[config.mk]
export PLATFORM = sky130hd
export DESIGN_NAME = encoder16x4_seq
export DESIGN_NICKNAME = d
export VERILOG_FILES = /design/src/rtl/encoder16x4_seq.sv
export SDC_FILE = /design/constraint.sdc
export NUM_CORES = 1
export LEC_CHECK = 0
export CAP_MARGIN = 30
export CORE_ASPECT_RATIO = 0.8
export CORE_MARGIN = 4
export CORE_UTILIZATION = 55
export CTS_CLUSTER_SIZE = 14
export DETAILED_ROUTE_END_ITERATION = 8
export MAX_ROUTING_LAYER = met4
export PLACE_DENSITY = 0.84
export SYNTH_ARGS = -nofsm -noshare
export SYNTH_HDL_FRONTEND = slang
export SYNTH_SLANG_ARGS = --single-unit
[constraint.sdc]
create_clock -name clk -period 8.2 [get_ports clk]
set_clock_uncertainty 0.15 [all_clocks]
set_input_delay 1.23 -clock clk [delete_from_list [all_inputs] [get_ports clk]]
set_output_delay 1.23 -clock clk [all_outputs]
set_load 0.01 [all_outputs]
[src/rtl/encoder16x4_seq.sv]
// Sequential priority encoder: drains a captured request vector,
// emitting set-bit indices highest first over valid/ready.
module encoder16x4_seq #(
    parameter int IN_W  = 16,
    parameter int OUT_W = 4
) (
    input  logic             clk,
    input  logic             rst,
    input  logic             en,
    input  logic             load,
    input  logic [IN_W-1:0]  w,
    output logic [OUT_W-1:0] y,
    output logic             valid,
    input  logic             ready,
    output logic             busy,
    output logic             done,
    output logic [OUT_W:0]   left
);

    localparam logic [0:0] IDLE = 1'b0;
    localparam logic [0:0] SCAN = 1'b1;

    logic [0:0]      state;
    logic [IN_W-1:0] pend;
    logic [IN_W-1:0] pend_clr;
    logic            done_q;

    // Later iterations win, so y ends on the most significant set bit.
    always_comb begin
        y = '0;
        for (int i = 0; i < IN_W; i++) begin
            if (pend[i]) y = OUT_W'(i);
        end
    end

    always_comb begin
        left = '0;
        for (int i = 0; i < IN_W; i++) begin
            left = left + (OUT_W+1)'(pend[i]);
        end
    end

    assign pend_clr = pend & ~({{(IN_W-1){1'b0}}, 1'b1} << y);
    assign busy     = (state == SCAN);
    assign valid    = busy && en;
    assign done     = done_q;

    always_ff @(posedge clk) begin
        if (rst) begin
            state  <= IDLE;
            pend   <= '0;
            done_q <= 1'b0;
        end else begin
            done_q <= 1'b0;
            if (en) begin
                unique case (state)
                    IDLE: begin
                        if (load) begin
                            if (w != '0) begin
                                pend  <= w;
                                state <= SCAN;
                            end else begin
                                done_q <= 1'b1;
                            end
                        end
                    end
                    SCAN: begin
                        if (ready) begin
                            pend <= pend_clr;
                            if (pend_clr == '0) begin
                                state  <= IDLE;
                                done_q <= 1'b1;
                            end
                        end
                    end
                    default: state <= IDLE;
                endcase
            end
        end
    end

endmodule

# Word-level counts from Yosys, hierarchy flattened
# Index checks and enable logic that the tools add are counted.
# totals
reg_bits	18
out_inout_bits	12
in_bits	21
word_cells	60
# op_classes
shifts	1
n_eq_ne	3
n_mux	29
n_reduce_logical	5
n_bitwise	4
addsub	15
# ops
operator	n
5-bit by 1-bit adder with 5-bit output	11
4-bit two-way mux	13
16-bit two-way mux	3
16-bit case mux with 2 select lines	1
16-bit AND	1
16-bit logical NOT	1
16-bit NOT	1
16-bit nonzero test	1
1-bit by 4-bit << shifter with 16-bit output (first input constant)	1
1-bit two-way mux	9
2-bit != test (second input constant)	3
4-bit by 1-bit adder with 5-bit output	1
3-bit by 1-bit adder with 4-bit output	1
1-bit case mux with 2 select lines	2
4-bit AND reduction	1
2-bit by 1-bit adder with 3-bit output	1
1-bit by 1-bit adder with 2-bit output	1
2-bit two-way mux	1
1-bit NOT	2
2-bit OR reduction	1
1-bit logical AND	1

# Logic depth before layout (Yosys ltp)
# Gate-level depths: netlist (run 1).
# logic_depth
word_depth	22
ltp_mapped	12
depth_no_buf	11

# Least setup slack after synthesis (run 1)
# Ideal clock, no wire load.
# synth_path
kind	register to output
from	register pend[15]
to	output left[4]
arrival_time_ns	3.218
stages_incl_launch_ff	12
path_slack_ns	3.602
path_buffers	0
required_time_ns	6.820
path_cell_list	dfxtp_1 -> fa_1 -> fa_1 -> inv_1 -> fa_1 -> fa_1 -> inv_1 -> ha_1 -> inv_1 -> fa_1 -> nor2b_1 -> o21a_1
# synth_via
elab_chain_cells	1
# synth_rtl
item	line	source
start: declaration	24	logic [IN_W-1:0] pend;
start signal: assignment	60	pend <= w;
start signal: assignment	69	pend <= pend_clr;
5-bit by 1-bit adder with 5-bit output	39	left = left + (OUT_W+1)'(pend[i]);
end: declaration	17	output logic [OUT_W:0] left
# Every way passes these cells.

# Worst setup path after layout (run 1)
# layout_path
from	register pend[9]
to	output left[4]
# layout_via
elab_chain_cells	7
# layout_rtl
item	line
5-bit by 1-bit adder with 5-bit output (7 in a row)	39
# Every way passes these cells.

==> results of run 1 <==
==> critical path, delay by kind of cell (launching register included) <==
| family | cells | cell delay (ns) |
|---|---|---|
| AO/OA/AOI/OAI | 1 | 0.11 |
| adder cells (fa/ha/maj) | 6 | 2.47 |
| buffers and inverters | 4 | 0.77 |
| flip-flops | 1 | 0.48 |
| AND/OR/NAND/NOR | 1 | 0.13 |
==> Yosys cell counts (2+ instances only) <==
library cell | count | area share
a21oi_1 | 22 | 0.070
inv_1 | 22 | 0.052
dfxtp_1 | 18 | 0.23
nand2_1 | 18 | 0.043
nor2_1 | 11 | 0.026
fa_1 | 10 | 0.13
o21ai_0 | 10 | 0.032
nor3_1 | 8 | 0.025
nor4_1 | 7 | 0.028
o21ai_1 | 6 | 0.019
clkbuf_1 | 5 | 0.012
ha_1 | 5 | 0.040
a31oi_1 | 4 | 0.016
a211oi_1 | 3 | 0.014
and2_1 | 3 | 0.012
buf_4 | 3 | 0.014
nor2b_1 | 3 | 0.012
o21a_1 | 3 | 0.014
o21bai_1 | 3 | 0.014
a22oi_1 | 2 | 0.0095
a2bb2oi_1 | 2 | 0.011
nand3_1 | 2 | 0.0063
nand4_1 | 2 | 0.0079
or4_4 | 2 | 0.014
xnor2_1 | 2 | 0.011
==> state kept, by name (all words and copies together), names as in the netlist <==
name	cells
pend	16
busy	1
done	1
==> layout by cell type (no fill, tap or decap), types with 3 or more instances in the layout <==
| master | synthesis | routed |
|---|---|---|
| a211oi_1 | 3 | 3 |
| a21oi_1 | 22 | 22 |
| a31oi_1 | 4 | 4 |
| and2_1 | 3 | 3 |
| clkbuf_4 | 0 | 3 |
| clkdlybuf4s50_1 | 0 | 32 |
| dfxtp_1 | 18 | 18 |
| fa_1 | 10 | 10 |
| ha_1 | 5 | 5 |
| inv_1 | 22 | 22 |
| nand2_1 | 18 | 18 |
| nor2_1 | 11 | 11 |
| nor2b_1 | 3 | 3 |
| nor3_1 | 8 | 8 |
| nor4_1 | 7 | 7 |
| o21a_1 | 3 | 3 |
| o21ai_0 | 10 | 10 |
| o21ai_1 | 6 | 6 |
| o21bai_1 | 3 | 3 |
==> kinds of logic after synthesis <==
kind of cell    after synthesis  share of synthesized area
compound gates               68                      0.274
buf+inv                      33                     0.0980
xor+xnor                      2                     0.0111
fa+ha+maj                    15                      0.166
flops                        18                      0.228
simple gates                 65                      0.223
==> worst max path at each step <==
stage,from,end,cells after the start
final,pend[9]$_SDFFE_PP0P_,left[4],12
after global routing,pend[13]$_SDFFE_PP0P_,left[4],12
after CTS,pend[9]$_SDFFE_PP0P_,left[4],12
after detailed placement,pend[9]$_SDFFE_PP0P_,left[4],12
after global placement,pend[13]$_SDFFE_PP0P_,left[4],12
after floorplan,pend[15]$_SDFFE_PP0P_,left[4],11
==> per-layer routing <==
metal | wire [um] | global-route usage
met3 | 535 | 0.0687
met5 | 0 | -
met1 | 1900 | 0.394
met2 | 2150 | 0.407
met4 | 106 | 0.0907
==> where the power goes <==
part	internal [W]	total (W)	switching [W]
sequential	0.0000927	0.000105	0.0000118
combinational	0.0000781	0.000167	0.0000892
clock	0.0000171	0.0000460	0.0000289
total	0.000188	0.000318	0.000130
==> stage by stage <==
step / hold slack [ns] / worst slack (ns) / total power [W]
after floorplan: 0.316 / 3.60 / 0.000206
after global placement: 0.350 / 2.96 / 0.000267
after detailed placement: 0.346 / 2.87 / 0.000271
after CTS: 0.365 / 2.52 / 0.000316
after global routing: 0.404 / 2.30 / 0.000342
final: 0.371 / 2.53 / 0.000318
==> final cells by class <==
class	instances	share of cell area
inverters	22	0.0434
multi-input cells	150	0.562
clock buffers	3	0.0118
flip-flops and latches	18	0.190
well taps	38	0.0250
repair buffers	32	0.169
==> impl_metrics.json, run 1 <==
{
  "cp_common_cell": "fa_1",
  "regArea_sq_um": 360,
  "hp-start": "pend[5]$_SDFFE_PP0P_",
  "start_kind": "flip-flop",
  "seq_area_frac_synth": 0.228,
  "path_clk_slew_ns": 0.11,
  "reg2reg_depth": 7,
  "overflow": 0,
  "final_cell_count_no_fill": 263,
  "antenna_cells": 0,
  "dp_hpwl_um": 3780,
  "min_period_over_period": 0.691,
  "coreArea_sq_um": 2770,
  "dieArea_sq_um": 3810,
  "synth-main-ff-cell": "dfxtp_1",
  "pin_count": 33,
  "fillers": 236,
  "drc": 0,
  "end_kind": "primary output",
  "fin_tns_setup_ns": 0,
  "async_flop_share": 0,
  "syn2layout_area_growth_pct": 20.1,
  "crit_arrival_ns": 4.29,
  "drtAntennaViolNets": 0,
  "post-route-min-period_ns": 5.67,
  "postRouteWirelength_um": 4690,
  "cp_slowest_cell": "fa_1",
  "rsz0062_at_grt": "no",
  "placed_area_sq_um": 1880,
  "worstPathCellList": "inv_1, fa_1, fa_1, fa_1, fa_1, inv_1, ha_1, inv_1, fa_1, nor2b_1, o21a_1, clkdlybuf4s50_1",
  "min_to": "pend[5]$_SDFFE_PP0P_",
  "rows": 17,
  "powerDensity_nw_per_um2": 167,
  "cts_made_buffers": 3,
  "slew_viol_final": 0,
  "avgSynthCellArea_sq_um": 7.87,
  "grt_pass1_wl_um": 7980,
  "initial_utilization": 0.572,
  "stdcell_area_sq_um": 1900,
  "clockBufferDepth": 2,
  "synth_seq_cells": 18,
  "cts_tree": "done",
  "leakagePower_nw": 0.737,
  "maxCapViolCount": 0,
  "wl_per_cell_um": 17.8,
  "cts_setup_buffers": 0,
  "grt_max_degree": 21,
  "vias": 1619,
  "min_path_cells": 2,
  "cts_max_level": 1,
  "portBuffers": 32,
  "clk_latency_ns": 0.30,
  "fin_util": 0.687,
  "antenna_found_initial": 0,
  "yosysWarnings": 0,
  "cts_resized": 0,
  "drive_gt1_frac": 0.0444,
  "path_class": "flip-flop to primary output",
  "cp.required_ns": 6.82,
  "relSlewSlack": 0.441,
  "grtUsageTotal": 0.285,
  "outcome": "completed",
  "slowest_delay_ns": 0.53,
  "synthCells": 201,
  "synth_fp_nets": 237,
  "setup_violations": 0,
  "synth-edff-count": 0,
  "drt_iter0_drc": 248,
  "finalHoldViolCount": 0,
  "dp.cells": 260,
  "worstReg2RegEnd": "busy$_SDFFE_PP0P_",
  "ff2ff_setup_slack_ns": 5.24,
  "cp_max_fo": 9,
  "ir_drop_mv": 0.101,
  "vias_per_cell": 6.16,
  "fmax_mhz": 176,
  "ys_types": 50,
  "dr.pass1.iters": 4,
  "multi_input_area_sq_um": 1070,
  "die_x_um": 68.0,
  "syn-cell-area_sq_um": 1580,
  "hp-class": "flip-flop to flip-flop",
  "cts_root_buf": "clkbuf_4",
  "place_congestion": 1.02,
  "grt_pass1_vias": 1667,
  "r2r-start": "pend[15]$_SDFFE_PP0P_",
  "worst_pin_slew_ns": 0.836,
  "die_h_um": 56.0,
  "postCtsHoldBufs": 0,
  "cts.sinks": 18,
  "nets": 263
}
Note: power is estimated with default switching activity, not from simulation.
==> run 2: changes to the inputs <==
--- a/config.mk
+++ b/config.mk
@@ -8,11 +8,11 @@
 export CAP_MARGIN = 30
 export CORE_ASPECT_RATIO = 0.8
 export CORE_MARGIN = 4
-export CORE_UTILIZATION = 55
+export CORE_UTILIZATION = 46
 export CTS_CLUSTER_SIZE = 14
 export DETAILED_ROUTE_END_ITERATION = 8
 export MAX_ROUTING_LAYER = met4
-export PLACE_DENSITY = 0.84
+export PLACE_DENSITY = 0.75
 export SYNTH_ARGS = -nofsm -noshare
 export SYNTH_HDL_FRONTEND = slang
 export SYNTH_SLANG_ARGS = --single-unit
==> constraint.sdc (replaced) <==
create_clock -name clk -period 5 [get_ports clk]
set_clock_uncertainty 0.15 [all_clocks]
set_input_delay 0.75 -clock clk [delete_from_list [all_inputs] [get_ports clk]]
set_output_delay 0.75 -clock clk [all_outputs]
set_load 0.01 [all_outputs]
==> run 2 against run 1 <==
  * Sequential power up 62%
  * Worst setup slack worse by 2.3 ns
  * Via count up 2.2%
  * Design area up 3.2%
  * Register-to-register slack worse by 3.2 ns
  * Largest cell class unchanged
  * Non-clock buffer count up 2
  * Global-route usage down 5.0 points
  * Clock power rose to 2.6 times the previous value
  * Final cell count up 1.9%
==> impl_metrics.json, run 2 (synthesis results as in run 1) <==
{
  "outcome": "completed",
  "setup_violations": 0,
  "relSlewSlack": 0.424,
  "worst_pin_slew_ns": 0.861,
  "cts_made_buffers": 3,
  "maxCapViolCount": 0,
  "grt_max_degree": 21,
  "coreArea_sq_um": 3200,
  "drt_iter0_drc": 228,
  "final_cell_count_no_fill": 268,
  "clockBufferDepth": 2,
  "finalHoldViolCount": 0,
  "antenna_found_initial": 0,
  "leakagePower_nw": 0.818,
  "drive_gt1_frac": 0.0702,
  "pin_count": 33,
  "layout.cells.most_common_list": "28 x clkdlybuf4s50_1, 22 x inv_1, 22 x a21oi_1",
  "wl_per_cell_um": 17.9,
  "path_clk_slew_ns": 0.07,
  "dieArea_sq_um": 4450,
  "grt_pass1_vias": 1553,
  "place_congestion": 0.987,
  "fmax_mhz": 211,
  "cts_root_buf": "clkbuf_8",
  "reg2reg_depth": 7,
  "hp-class": "flip-flop to flip-flop",
  "nets": 265,
  "fin_tns_setup_ns": 0,
  "die_h_um": 60.5,
  "crit_arrival_ns": 3.84,
  "vias_per_cell": 6.18,
  "postRouteWirelength_um": 4800,
  "dr.pass1.iters": 5,
  "rows": 18,
  "path_class": "flip-flop to primary output",
  "end_kind": "primary output",
  "cts_tree": "done",
  "cts_setup_buffers": 0,
  "ir_drop_mv": 0.155,
  "post-route-min-period_ns": 4.74,
  "dp_hpwl_um": 3790,
  "rsz0062_at_grt": "no",
  "slew_viol_final": 0,
  "clk_latency_ns": 0.26,
  "grtUsageTotal": 0.235,
  "vias": 1655,
  "syn2layout_area_growth_pct": 23.9,
  "postCtsHoldBufs": 0,
  "grt_pass1_wl_um": 7660,
  "drc": 0,
  "initial_utilization": 0.495,
  "fillers": 304,
  "drtAntennaViolNets": 0,
  "min_path_cells": 2,
  "cp.required_ns": 4.10,
  "dp.cells": 264,
  "min_period_over_period": 0.949,
  "antenna_cells": 0,
  "mostFrequentLayoutCell": "clkdlybuf4s50_1",
  "portBuffers": 32,
  "cts.sinks": 18,
  "die_x_um": 73.6,
  "start_kind": "flip-flop",
  "largest_register_ffs": 16,
  "powerDensity_nw_per_um2": 288,
  "overflow": 0,
  "cts_max_level": 1,
  "regMostFlops": "pend",
  "cp_max_fo": 9
}
[run 2: cell types whose count changed in the layout (fill, tap and decap cells not counted), sizes merged]
cell and change:
buf +2, clkbuf +1, dlygate4sd2 +1, dlymetal6s2s +3
clkdlybuf4s50 -4
[run 2: timing repair]
action	4_1_cts	5_1_grt
gates resized for setup	4	3
setup endpoints to repair	2	3
pin swaps	0	3
[run 2: routing by layer]
layer | wire length, um | GRT usage | up-vias | part of all wire
li1 | - | - | 773 | -
met1 | 2110 | 0.329 | 763 | 0.44
met5 | 0 | - | - | 0
met2 | 2140 | 0.347 | 111 | 0.45
met3 | 494 | 0.0497 | 8 | 0.10
met4 | 56 | 0.0543 | 0 | 0.012
[run 2: layout make-up]
type | count | area [sq um] | area share
clock buffer | 4 | 55.1 | 0.0281
tap | 40 | 50.0 | 0.0255
multi-input combinational | 150 | 1070 | 0.544
inverter | 22 | 82.6 | 0.0421
timing repair buffer | 34 | 342 | 0.174
sequential | 18 | 364 | 0.186
[run 2: final timing paths]
kind	from	endpoint	slack, ns
setup / recovery	pend[15]$_SDFFE_PP0P_	left[4]	0.26
hold / removal	pend[5]$_SDFFE_PP0P_	pend[5]$_SDFFE_PP0P_	0.35
setup reg to reg	pend[12]$_SDFFE_PP0P_	done$_SDFF_PP0_	2.01
hold reg to reg	pend[5]$_SDFFE_PP0P_	pend[5]$_SDFFE_PP0P_	0.35
[run 2: power by group]
| group | internal (W) | total, W | switching (W) |
|---|---|---|---|
| logic | 0.000127 | 0.000274 | 0.000147 |
| registers | 0.000153 | 0.000170 | 0.0000174 |
| clock network | 0.0000701 | 0.000121 | 0.0000507 |
[run 2: metrics by stage]
stage	area (sq um)	total power, W	hold WS (ns)	util	setup slack (ns)
finish	1960	0.000565	0.349	0.613	0.256
global route	1960	0.000604	0.384	0.613	0.0814
CTS	1950	0.000569	0.348	0.611	0.0140
detailed placement	1900	0.000447	0.340	0.593	0.194
global placement	1900	0.000443	0.344	0.593	0.292
floorplan	1580	0.000338	0.316	-	0.882
[run 2: worst max-delay path, stage by stage (launching register included)]
cell           delay, ns
dfxtp_2             0.43
fa_1                0.47
fa_1                0.50
inv_1               0.06
fa_1                0.53
fa_1                0.43
inv_1               0.07
ha_1                0.16
inv_1               0.05
fa_1                0.40
nor2b_1             0.13
o21a_1              0.11
dlygate4sd2_1       0.25
